$ cat src/rtl/led_pwm_defines.v
// rtl/led_pwm_defines.v - shared defaults and constants for the LED PWM driver
`ifndef LED_PWM_DEFINES_V
`define LED_PWM_DEFINES_V

`define LED_PWM_PRESCALE_DFLT       48
`define LED_PWM_PWM_BITS_DFLT       4
`define LED_PWM_STRETCH_FRAMES_DFLT 8
`define LED_PWM_LED_WIDTH           8
`define LED_PWM_DUTY_FULL(bits)     ({(bits){1'b1}})

`endif

$ cat src/rtl/led_pwm_pkg.sv
// rtl/led_pwm_pkg.sv - shared types for the LED PWM driver
`include "led_pwm_defines.v"

package led_pwm_pkg;

    localparam int LED_WIDTH = `LED_PWM_LED_WIDTH;

    typedef logic [LED_WIDTH-1:0] led_t;

endpackage

$ cat src/rtl/led_pwm_prescaler.sv
// rtl/led_pwm_prescaler.sv - enable-gated modulo-PRESCALE counter producing a step tick
`include "led_pwm_defines.v"

module led_pwm_prescaler #(
    parameter int PRESCALE = `LED_PWM_PRESCALE_DFLT
) (
    input  logic clk,
    input  logic reset,
    input  logic enable_i,
    output logic tick_o
);

    localparam int CNT_W = $clog2(PRESCALE);
    localparam logic [CNT_W-1:0] CNT_LAST = CNT_W'(PRESCALE - 1);

    logic [CNT_W-1:0] pre_cnt_q;
    logic [CNT_W-1:0] pre_cnt_d;

    always_comb begin
        pre_cnt_d = pre_cnt_q;
        if (enable_i) begin
            pre_cnt_d = (pre_cnt_q == CNT_LAST) ? '0 : pre_cnt_q + 1'b1;
        end
    end

    assign tick_o = enable_i && (pre_cnt_q == CNT_LAST);

    always_ff @(posedge clk) begin
        if (reset) begin
            pre_cnt_q <= '0;
        end else begin
            pre_cnt_q <= pre_cnt_d;
        end
    end

endmodule

$ cat src/rtl/led_pwm_driver.sv
// rtl/led_pwm_driver.sv - registered 8-bit LED output with frame-synchronous PWM brightness
// Optional per-LED on-stretch after a rising edge: define LED_PWM_STRETCH_EN.
`include "led_pwm_defines.v"

module led_pwm_driver
    import led_pwm_pkg::*;
#(
    parameter int PRESCALE = `LED_PWM_PRESCALE_DFLT,
    parameter int PWM_BITS = `LED_PWM_PWM_BITS_DFLT
`ifdef LED_PWM_STRETCH_EN
    ,
    parameter int STRETCH_FRAMES = `LED_PWM_STRETCH_FRAMES_DFLT
`endif
) (
    input  logic                clk,
    input  logic                reset,
    input  logic                enable_i,
    input  logic [7:0]          led_i,
    input  logic [PWM_BITS-1:0] duty_i,
    input  logic                duty_we_i,
    output logic [7:0]          led_o,
    output logic                frame_o
);

    localparam logic [PWM_BITS-1:0] DUTY_FULL = `LED_PWM_DUTY_FULL(PWM_BITS);

    led_t                led_q_q, led_q_d;
    led_t                led_o_q, led_o_d;
    logic                frame_q, frame_d;
    logic [PWM_BITS-1:0] step_cnt_q, step_cnt_d;
    logic [PWM_BITS-1:0] duty_pend_q, duty_pend_d;
    logic [PWM_BITS-1:0] duty_act_q, duty_act_d;
    logic                tick;
    logic                wrap;
    logic                pwm_on;
    led_t                str_hold;

    led_pwm_prescaler #(
        .PRESCALE(PRESCALE)
    ) u_prescaler (
        .clk      (clk),
        .reset    (reset),
        .enable_i (enable_i),
        .tick_o   (tick)
    );

    assign wrap   = tick && (step_cnt_q == DUTY_FULL);
    // Full scale bypasses the compare so 100% never dips on the last step.
    assign pwm_on = (duty_act_q == DUTY_FULL) || (step_cnt_q < duty_act_q);

    always_comb begin
        led_q_d     = led_i;
        step_cnt_d  = step_cnt_q;
        duty_pend_d = duty_we_i ? duty_i : duty_pend_q;
        duty_act_d  = duty_act_q;
        frame_d     = wrap;
        if (tick) begin
            step_cnt_d = wrap ? '0 : step_cnt_q + 1'b1;
        end
        if (wrap) begin
            duty_act_d = duty_pend_d;
        end
        led_o_d = enable_i ? (led_q_q & ({LED_WIDTH{pwm_on}} | str_hold)) : '0;
    end

`ifdef LED_PWM_STRETCH_EN
    localparam int STR_W = $clog2(STRETCH_FRAMES + 1);
    localparam logic [STR_W-1:0] STR_LOAD = STR_W'(STRETCH_FRAMES);

    logic [STR_W-1:0] str_cnt_q [LED_WIDTH];
    logic [STR_W-1:0] str_cnt_d [LED_WIDTH];

    always_comb begin
        for (int i = 0; i < LED_WIDTH; i++) begin
            str_cnt_d[i] = str_cnt_q[i];
            if (led_i[i] && !led_q_q[i]) begin
                str_cnt_d[i] = STR_LOAD;
            end else if (!led_i[i]) begin
                str_cnt_d[i] = '0;
            end else if (wrap && (str_cnt_q[i] != '0)) begin
                str_cnt_d[i] = str_cnt_q[i] - 1'b1;
            end
            str_hold[i] = (str_cnt_q[i] != '0);
        end
    end

    always_ff @(posedge clk) begin
        for (int i = 0; i < LED_WIDTH; i++) begin
            if (reset) begin
                str_cnt_q[i] <= '0;
            end else begin
                str_cnt_q[i] <= str_cnt_d[i];
            end
        end
    end
`else
    assign str_hold = '0;
`endif

    always_ff @(posedge clk) begin
        if (reset) begin
            led_q_q     <= '0;
            led_o_q     <= '0;
            frame_q     <= 1'b0;
            step_cnt_q  <= '0;
            duty_pend_q <= DUTY_FULL;
            duty_act_q  <= DUTY_FULL;
        end else begin
            led_q_q     <= led_q_d;
            led_o_q     <= led_o_d;
            frame_q     <= frame_d;
            step_cnt_q  <= step_cnt_d;
            duty_pend_q <= duty_pend_d;
            duty_act_q  <= duty_act_d;
        end
    end

    assign led_o   = led_o_q;
    assign frame_o = frame_q;

endmodule

$ cat config.mk
export PLATFORM = sky130hd
export DESIGN_NAME = led_pwm_driver
export DESIGN_NICKNAME = d
export VERILOG_FILES = /design/src/rtl/led_pwm_pkg.sv /design/src/rtl/led_pwm_prescaler.sv /design/src/rtl/led_pwm_driver.sv
export VERILOG_INCLUDE_DIRS = /design/src /design/src/rtl
export SDC_FILE = /design/constraint.sdc
export NUM_CORES = 1
export LEC_CHECK = 0
export CORE_ASPECT_RATIO = 1.4
export CORE_MARGIN = 2
export CORE_UTILIZATION = 52
export DETAILED_ROUTE_END_ITERATION = 8
export PLACE_DENSITY = 0.76
export SYNTH_ARGS = -nofsm -noshare
export SYNTH_HDL_FRONTEND = slang
export SYNTH_SLANG_ARGS = --single-unit
$ cat constraint.sdc
create_clock -name clk -period 4.1 [get_ports clk]
set_input_delay 0.41 -clock clk [delete_from_list [all_inputs] [get_ports clk]]
set_output_delay 0.41 -clock clk [all_outputs]
set_load 0.005 [all_outputs]
==> run summary, run 1 <==
# rows: 21
worst skew pair latency: 0.34 ns
post-CTS resize count: 0
vias in the first global route: 1003
RSZ-0062 raised after global routing: no
worst-path fanout max: 29
synthesized area: 1344 um2
starting density of the core: 0.5559
CP Launch Type: input pin
initial antenna violation count: 0
fmax: 526.3 MHz
largest net degree at the start of global routing: 30
Fin Hold WS: 0.4196 ns
r2r endpoint: duty_act_q[3]
fillcell total: 205
max_cap viols: 0
most frequent cells in the layout: dfxtp_1 (35), clkdlybuf4s50_1 (24), nand2_1 (18), nor2b_1 (15), a21oi_1 (14)
Flop pwr share: 0.555
first-pass GRT wire length: 3988 um
status: complete, no violations
sequential area share after synthesis: 0.5214
Synthesis Warnings: 0
H-tree levels: 2
hold path endpoint: led_o[7]
sw power: 0.1364 mW
last weighted congestion value of the routability-driven placer: 0.7575
via count: 1017
FF-to-FF Start: u_prescaler.pre_cnt_q[0]
CTS tree: yes
Clock Path Buffers: 2
Slew headroom: 0.3761
Residual DRC: 0
layout cell share with drive strength beyond 1: 0.1212
Worst-Margin Slew: 0.9329 ns
vias per std cell: 5.111
Worst-path clk slew: 0.11 ns
Peak VDD IR: 0.2094 mV
hpwl dp: 1625 um
crit path kind: input pin to flip-flop
#FFs+latches synth: 35
Max Clock Skew: 0.004469 ns
Die Ht: 64.15 um
period utilisation layout: 0.4634
P per Cell Area: 380.4 nW/um2
Fin. Hold Viols: 0
Die ar.: 3013 um2
WP data required: 4.38 ns
Worst Hold Depth: 2
total negative slack: 0 ns
synth-to-layout area growth: 25.42%
routed len/inst: 11.46 um
port buffer count: 24
syn_nets: 159
Slew Limit Fails: 0
final WL: 2280 um
CTS root buf: clkbuf_4
setup bufs post-CTS: 0
DR iter-0 viols: 9
Die W: 46.97 um
Layout Nets: 185
Hold/Removal Path Class: flip-flop to flip-flop
antenna-violating nets left: 0
Leak Pwr: 0.6677 nW
Storage cell area: 700.7 um2
GRT Total Usage: 0.1857
Arr. time, crit path: 2.18 ns
clock network fraction of total power: 0.381
post-synth cell types: 29
CP endpoint kind: flip-flop
Switching Fraction: 0.2127
CORE AREA: 2417 um2
CTS Buf Count: 5
# setup viols final: 0
multi-input logic area: 609.3 um2
First-pass DRT Iterations: 4
commonest non-fill, non-tap cell in the layout: dfxtp_1
post-synthesis area per instance: 9.738 um2
Cells after Synth: 138
total gr overflow: 0
crit path time final: 1.900 ns
min-delay src: led_q_q[7]
ANT cells: 0
worst reg2reg path depth: 5
I/O pin total: 25
setup slack, reg-to-reg: 2.23 ns
hold-fix buffers at CTS: 0
Sink Count: 35
combinational power share: 0.064
Int Power: 0.5047 mW
[worst max-delay path by stage]
| stage | from | end | slack (ns) | cells past startpoint |
|---|---|---|---|---|
| global route | reset | led_o[5] | 1.97 | 4 |
| CTS | reset | led_o[3] | 2.17 | 4 |
| floorplan | u_prescaler.pre_cnt_q[0] | duty_act_q[0] | 2.48 | 5 |
| detailed placement | reset | led_o[3] | 1.81 | 4 |
| global placement | enable_i | duty_act_q[1] | 1.90 | 5 |
| finish | reset | led_o[3] | 2.20 | 4 |
[critical path, stage by stage]
cell,delay (ns)
clkdlybuf4s50_1,0.89
nor2b_1,0.61
nand2_1,0.13
a21oi_1,0.13
[flip-flops by register name, indices dropped and copies added, names as in the netlist]
| register | flops |
|---|---|
| u_prescaler.pre_cnt_q | 6 |
| led_q_q | 8 |
| frame_o | 1 |
| led_o | 8 |
| duty_act_q | 4 |
| duty_pend_q | 4 |
| step_cnt_q | 4 |
[cell families (layout without fill, tap and decap cells)]
family | after synthesis | after routing | share of synthesized area
and+or+nand+nor | 59 | 59 | 0.2430
DFF | 35 | 35 | 0.5214
AOI/OAI and AO/OA | 22 | 22 | 0.09683
buffers and inverters | 8 | 35 | 0.02514
adders and majority gates | 5 | 5 | 0.04655
muxes | 5 | 5 | 0.04097
xor gates and xnor gates | 4 | 4 | 0.02608
[Yosys cell counts, drive strengths merged]
library cell   n  area share
inv            3      0.0084
nor3           3       0.011
nand3b         1      0.0056
or3            1      0.0047
a211o          4       0.026
nand2b         2      0.0093
buf            1      0.0056
a31oi          1      0.0047
or4            1      0.0084
clkbuf         4       0.011
xnor2          1      0.0065
ha             5       0.047
mux2           4       0.034
and3           2      0.0093
o21ai          3       0.014
nor2b         15       0.070
nor2           4       0.013
mux2i          1      0.0074
nand3          4       0.024
xor2           3       0.020
dfxtp         35        0.52
or2            4       0.019
nand4          4       0.019
a21oi         14       0.052
nand2         18       0.050
[layout make-up]
cell class	instances	area share
Clock buffer	5	0.02227
Timing Repair Buffer	24	0.1425
Inverter	3	0.006682
Multi-Input combinational cell	95	0.3615
Clock inverter	3	0.02598
Tap cell	34	0.02524
Sequential cell	35	0.4157
[metal layers]
layer	vias to the layer above	wire length, um	track usage
met5	-	0	0
met4	0	71	0.1250
met3	8	107	0.04520
met2	24	1234	0.3288
met1	463	867	0.1712
li1	522	-	-
[power by group through the flow]
| stage | clock, mW | combinational, mW | sequential [mW] |
|---|---|---|---|
| floorplan | 0 | 0.0185 | 0.363 |
| detailed placement | 0 | 0.0411 | 0.364 |
| global route | 0.266 | 0.0453 | 0.357 |
| finish | 0.244 | 0.0409 | 0.356 |
| CTS | 0.249 | 0.0417 | 0.356 |
| global placement | 0 | 0.0397 | 0.363 |
[stage by stage]
stage	instances	power [mW]	instance area, um2	worst slack [ns]	util
after CTS	199	0.6468	1685	2.169	0.6972
after global routing	199	0.6689	1685	1.965	0.6972
final	199	0.6410	1685	2.200	0.6972
after global placement	191	0.4031	1604	1.895	0.6636
after floorplan	138	0.3813	1344	2.480	-
after detailed placement	191	0.4047	1604	1.806	0.6636
Note: power is estimated with default switching activity, not from simulation.
==> run 2: changes to the inputs <==
- CORE_UTILIZATION: 52 -> 50
- PLACE_DENSITY: 0.76 -> 0.73
- clock period: 4.1 -> 1.95 ns (I/O delays scaled with it)
==> run 2 against run 1 <==
Net effect:
- wire length grew 1.4%
- first-iteration DRC count grew 33%
- sequential power grew 110%
- sequential share of layout area shrank 0.91 points
- sequential cell count is the same
- clock power grew 120%
- clock skew grew 0.0039 ns
- worst hold slack lost 0.021 ns
- via count shrank 0.49%
- largest cell class unchanged
==> run summary, run 2 (synthesis results as in run 1) <==
Final WS setup: 0.1541 ns (was 2.200 ns)
r2r endpoint: duty_act_q[0] (was duty_act_q[3])
placement-stage cell area: 1637 um2 (was 1604 um2)
Worst-path clk slew: 0.10 ns (was 0.11 ns)
# rows: 22 (was 21)
P per Cell Area: 795.5 nW/um2 (was 380.4 nW/um2)
Sink Count: 35 (unchanged)
cells along the critical path: ha_1 > nor2b_1 > nand3_4 > nor2_2 > mux2_2 (was clkdlybuf4s50_1 > nor2b_1 > nand2_1 > a21oi_1)
most frequent cells in the layout: dfxtp_1 (35), clkdlybuf4s50_1 (24), nand2_1 (18), nor2b_1 (15), a21oi_1 (14) (unchanged)
Fin. Hold Viols: 0 (unchanged)
port buffer count: 24 (unchanged)
clock network fraction of total power: 0.388 (was 0.381)
fin util: 0.6659 (was 0.6972)
fillcell total: 222 (was 205)
WP data required: 2.18 ns (was 4.38 ns)
setup slack, reg-to-reg: 0.15 ns (was 2.23 ns)
Fin Hold WS: 0.3991 ns (was 0.4196 ns)
worst reg2reg path depth: 5 (unchanged)
H-tree levels: 2 (unchanged)
Arr. time, crit path: 2.02 ns (was 2.18 ns)
fmax: 556.8 MHz
RSZ-0062 raised after global routing: no (unchanged)
last weighted congestion value of the routability-driven placer: 0.7718 (was 0.7575)
First-pass DRT Iterations: 4 (unchanged)
CP endpoint kind: flip-flop (unchanged)
I/O pin total: 25 (unchanged)
CTS root buf: clkbuf_4 (unchanged)
routed len/inst: 11.28 um (was 11.46 um)
post-CTS resize count: 0 (unchanged)
Layout Nets: 189 (was 185)
sw power: 0.2725 mW (was 0.1364 mW)
status: complete, no violations (unchanged)
number of placed instances with taps included: 197 (was 191)
period utilisation layout: 0.9210
Residual DRC: 0 (unchanged)
hold path endpoint: led_q_q[1] (was led_o[7])
Int Power: 1.098 mW (was 0.5047 mW)
setup bufs post-CTS: 0 (unchanged)
crit path time final: 1.796 ns
Switching Fraction: 0.1988 (was 0.2127)
Leak Pwr: 0.6906 nW (was 0.6677 nW)
via count: 1012 (was 1017)
max_cap viols: 0 (unchanged)
Slew Limit Fails: 0 (unchanged)
Slew headroom: 0.6762 (was 0.3761)
Tot Pwr: 1.371 mW (was 0.6410 mW)
CORE AREA: 2587 um2 (was 2417 um2)
initial antenna violation count: 0 (unchanged)
worst slack, placed: 0.1696 ns (was 1.806 ns)
Hold/Removal Path Class: input pin to flip-flop (was flip-flop to flip-flop)
FF-to-FF Start: u_prescaler.pre_cnt_q[0] (unchanged)
Peak VDD IR: 0.6358 mV (was 0.2094 mV)
first-pass GRT wire length: 3912 um (was 3988 um)
DR iter-0 viols: 12 (was 9)
final WL: 2313 um (was 2280 um)
post-route cell area: 1723 um2 (was 1685 um2)
ANT cells: 0 (unchanged)
CTS tree: yes (unchanged)
starting density of the core: 0.5193 (was 0.5559)
vias per std cell: 4.937 (was 5.111)
synth-to-layout area growth: 28.21% (was 25.42%)
CTS Buf Count: 5 (unchanged)
min-delay src: led_i[1] (was led_q_q[7])
Clock Path Buffers: 2 (unchanged)
Die W: 47.82 um (was 46.97 um)
Flop pwr share: 0.546 (was 0.555)
Max Clock Skew: 0.008379 ns (was 0.004469 ns)
GRT Total Usage: 0.1768 (was 0.1857)
crit path kind: flip-flop to flip-flop (was input pin to flip-flop)
Worst Hold Depth: 2 (unchanged)
worst skew pair latency: 0.33 ns (was 0.34 ns)
Die ar.: 3124 um2 (was 3013 um2)
largest net degree at the start of global routing: 15 (was 30)
vias in the first global route: 980 (was 1003)
Die Ht: 65.34 um (was 64.15 um)
combinational power share: 0.066 (was 0.064)
CP Launch Type: flip-flop (was input pin)
antenna-violating nets left: 0 (unchanged)
CP peak stage delay: 0.42 ns (was 0.89 ns)
layout cell share with drive strength beyond 1: 0.1420 (was 0.1212)
total gr overflow: 0 (unchanged)
commonest non-fill, non-tap cell in the layout: dfxtp_1 (unchanged)
non-filler cells, final: 205 (was 199)
hpwl dp: 1844 um (was 1625 um)
hold-fix buffers at CTS: 0 (unchanged)
worst-path fanout max: 6 (was 29)
Worst-Margin Slew: 0.4848 ns (was 0.9329 ns)
total negative slack: 0 ns (unchanged)
Worst path slowest cell: dfxtp_1 (was clkdlybuf4s50_1)
# setup viols final: 0 (unchanged)
[run 2: area by class of cell]
cell class	count	area, um2	area share
clock buffer	6	51.30	0.02977
clock inverter	2	35.03	0.02033
timing repair buffer	28	270.3	0.1569
inverter	3	11.26	0.006536
multi-input combinational	95	609.3	0.3537
sequential	35	700.7	0.4067
tap	36	45.04	0.02614
[run 2: worst max-delay path by stage]
stage,start,to,slack (ns),cells after the start
CTS,u_prescaler.pre_cnt_q[0],duty_act_q[3],0.15,5
detailed placement,u_prescaler.pre_cnt_q[0],duty_act_q[0],0.17,5
global placement,u_prescaler.pre_cnt_q[0],duty_act_q[3],0.26,5
finish,u_prescaler.pre_cnt_q[0],duty_act_q[0],0.15,5
floorplan,u_prescaler.pre_cnt_q[0],duty_act_q[0],0.33,5
global route,u_prescaler.pre_cnt_q[0],duty_act_q[1],0.01,5
[run 2: power groups by stage]
stage | Sequential [mW] | Combinational, mW | Clock (mW)
final | 0.748 | 0.0909 | 0.532
after global routing | 0.751 | 0.102 | 0.578
after CTS | 0.748 | 0.0923 | 0.541
after detailed placement | 0.765 | 0.0922 | 0
after global placement | 0.763 | 0.0887 | 0
after floorplan | 0.763 | 0.0389 | 0
[run 2: critical path: cells and delay by family (launching register included)]
| kind | cells | cell delay, ns |
|---|---|---|
| muxes | 1 | 0.36 |
| adders and majority gates | 1 | 0.23 |
| and+or+nand+nor | 3 | 0.69 |
| DFF | 1 | 0.42 |
[run 2: metal layers]
metal  wire, um  up-vias  global-route usage  share of wire
met5          0        -                   0              0
met4         33        0             0.06757          0.014
met3         89        4             0.07692          0.038
met2       1261       19              0.3083           0.55
met1        928      457              0.1730           0.40
li1           -      532                   -              -
==> run 3: changes to the inputs <==
- CELL_PAD_IN_SITES_DETAIL_PLACEMENT: not set -> 0
- CELL_PAD_IN_SITES_GLOBAL_PLACEMENT: not set -> 1
- CORE_ASPECT_RATIO: 1.4 -> 1.25
- CORE_UTILIZATION: 50 -> 38
- PLACE_DENSITY: 0.73 -> 0.72
==> run 3 against run 2 <==
Net effect:
- global-route usage is 3.8 points lower
- sequential cell count stayed put
- clock-buffer cell count unchanged
- clock skew down 0.0017 ns
- total power down 2.7%
- sequential share of layout area shrank 0.12 points
- die area is 29% higher
- critical path depth is the same
- worst hold slack gained 0.014 ns
- first-iteration DRC count is 8.3% lower
- wire length rose by 5.3%
- sequential power hardly changed
- largest cell class unchanged
==> run summary, run 3 (synthesis results as in run 1) <==
status: complete, no violations (unchanged)
Sink Count: 35 (unchanged)
Clock Path Buffers: 2 (unchanged)
Die W: 57.19 um (was 47.82 um)
Fin Hold WS: 0.4127 ns (was 0.3991 ns)
Storage cell area: 700.7 um2 (unchanged)
CP peak stage delay: 0.44 ns (was 0.42 ns)
Arr. time, crit path: 1.94 ns (was 2.02 ns)
CTS root buf: clkbuf_8 (was clkbuf_4)
vias per std cell: 4.827 (was 4.937)
antenna-violating nets left: 0 (unchanged)
GRT Total Usage: 0.1384 (was 0.1768)
ANT cells: 0 (unchanged)
cells along the critical path: ha_1 > nor2b_2 > nand3_4 > nor2_2 > mux2_2 (was ha_1 > nor2b_1 > nand3_4 > nor2_2 > mux2_2)
# setup viols final: 0 (unchanged)
CP Launch Type: flip-flop (unchanged)
Leak Pwr: 0.6836 nW (was 0.6906 nW)
vias in the first global route: 989 (was 980)
GRT met1 Usage: 0.1574 (was 0.1730)
fillcell total: 336 (was 222)
max_cap viols: 0 (unchanged)
synth-to-layout area growth: 28.58% (was 28.21%)
last weighted congestion value of the routability-driven placer: 0.6776 (was 0.7718)
via count: 1004 (was 1012)
routed len/inst: 11.71 um (was 11.28 um)
Worst path slowest cell: dfxtp_1 (unchanged)
# rows: 24 (was 22)
first-pass GRT wire length: 4284 um (was 3912 um)
fmax: 565.2 MHz (was 556.8 MHz)
hpwl dp: 1854 um (was 1844 um)
DR iter-0 viols: 11 (was 12)
Worst-path clk slew: 0.07 ns (was 0.10 ns)
Fin. Hold Viols: 0 (unchanged)
met2 Usage GRT: 0.2273 (was 0.3083)
multi-input logic area: 611.8 um2 (was 609.3 um2)
First-pass DRT Iterations: 4 (unchanged)
Slew Limit Fails: 0 (unchanged)
period utilisation layout: 0.9074 (was 0.9210)
final WL: 2436 um (was 2313 um)
Peak VDD IR: 0.4425 mV (was 0.6358 mV)
Slew headroom: 0.6030 (was 0.6762)
number of placed instances with taps included: 200 (was 197)
Top delay family on crit path: simple AND/OR/NAND/NOR gates (unchanged)
CORE AREA: 3423 um2 (was 2587 um2)
crit path buf inv count: 0 (unchanged)
crit path time final: 1.769 ns (was 1.796 ns)
Worst-Margin Slew: 0.5936 ns (was 0.4848 ns)
largest net degree at the start of global routing: 18 (was 15)
total gr overflow: 0 (unchanged)
WP data required: 2.12 ns (was 2.18 ns)
M3 GR Usage: 0.05000 (was 0.07692)
port buffer count: 24 (unchanged)
CTS tree: yes (unchanged)
Max Clock Skew: 0.006697 ns (was 0.008379 ns)
Die ar.: 4031 um2 (was 3124 um2)
worst skew pair latency: 0.28 ns (was 0.33 ns)
Hold/Removal Path Class: flip-flop to flip-flop (was input pin to flip-flop)
Residual DRC: 0 (unchanged)
crit path kind: flip-flop to flip-flop (unchanged)
RSZ-0062 raised after global routing: no (unchanged)
Layout Nets: 189 (unchanged)
most frequent cells in the layout: dfxtp_1 (35), clkdlybuf4s50_1 (24), nand2_1 (18), nor2b_1 (14), a21oi_1 (14) (was dfxtp_1 (35), clkdlybuf4s50_1 (24), nand2_1 (18), nor2b_1 (15), a21oi_1 (14))
starting density of the core: 0.3925 (was 0.5193)
hold-fix buffers at CTS: 0 (unchanged)
global route hottest layer: met2 (unchanged)
H-tree levels: 2 (unchanged)
CTS Buf Count: 5 (unchanged)
total negative slack: 0 ns (unchanged)
CP endpoint kind: flip-flop (unchanged)
initial antenna violation count: 0 (unchanged)
layout cell share with drive strength beyond 1: 0.1420 (unchanged)
Die Ht: 70.49 um (was 65.34 um)
I/O pin total: 25 (unchanged)
commonest non-fill, non-tap cell in the layout: dfxtp_1 (unchanged)
worst-path fanout max: 6 (unchanged)
P per Cell Area: 772.1 nW/um2 (was 795.5 nW/um2)
non-filler cells, final: 208 (was 205)
## run 3: layout make-up
class,instances,share of cell area
clock inverter,2,0.007241
timing repair buffer,28,0.1564
clock buffer,6,0.04200
multi-input combinational,95,0.3541
inverter,3,0.006517
tap,39,0.02824
sequential,35,0.4055
## run 3: layer usage
metal  wire, um  share of wire
met5          0              0
met4         48          0.020
met3        111          0.046
met2       1217           0.50
met1       1058           0.43
## run 3: stage by stage
stage	setup slack [ns]	power, mW	util	instance area (um2)
3_3_place_gp	0.1334	0.8542	0.4792	1640
4_1_cts	0.07935	1.354	0.5040	1725
6_report	0.1806	1.334	0.5048	1728
3_5_place_dp	0.1108	0.8572	0.4792	1640
5_1_grt	0.04018	1.397	0.5048	1728
2_1_floorplan	0.3298	0.8017	-	1344
## run 3: where the power goes
part | internal [mW] | switching [mW] | total (mW)
logic | 0.0573 | 0.0333 | 0.0907
registers | 0.738 | 0.0107 | 0.749
clock network | 0.249 | 0.245 | 0.495
## run 3: path summary, 6_finish.rpt
kind                                 start            end  slack [ns]  cells after the start
setup / recovery  u_prescaler.pre_cnt_q[0]  duty_act_q[2]        0.18                      5
hold / removal                  led_q_q[2]       led_o[2]        0.41                      2
setup reg to reg  u_prescaler.pre_cnt_q[0]  duty_act_q[2]        0.18                      5
hold reg to reg                 led_q_q[2]       led_o[2]        0.41                      2
## run 3: tightest hold or removal path, delay by kind of cell, from the launching register on
| family | cells | cell delay, ns |
|---|---|---|
| AOI/OAI and AO/OA | 1 | 0.03 |
| and+or+nand+nor | 1 | 0.05 |
| DFF | 1 | 0.30 |
## run 3: timing repair
item                                    4_1_cts  5_1_grt
endpoints found under the setup margin        0        4
buffers inserted                              0        0
gates resized for setup                       0        1
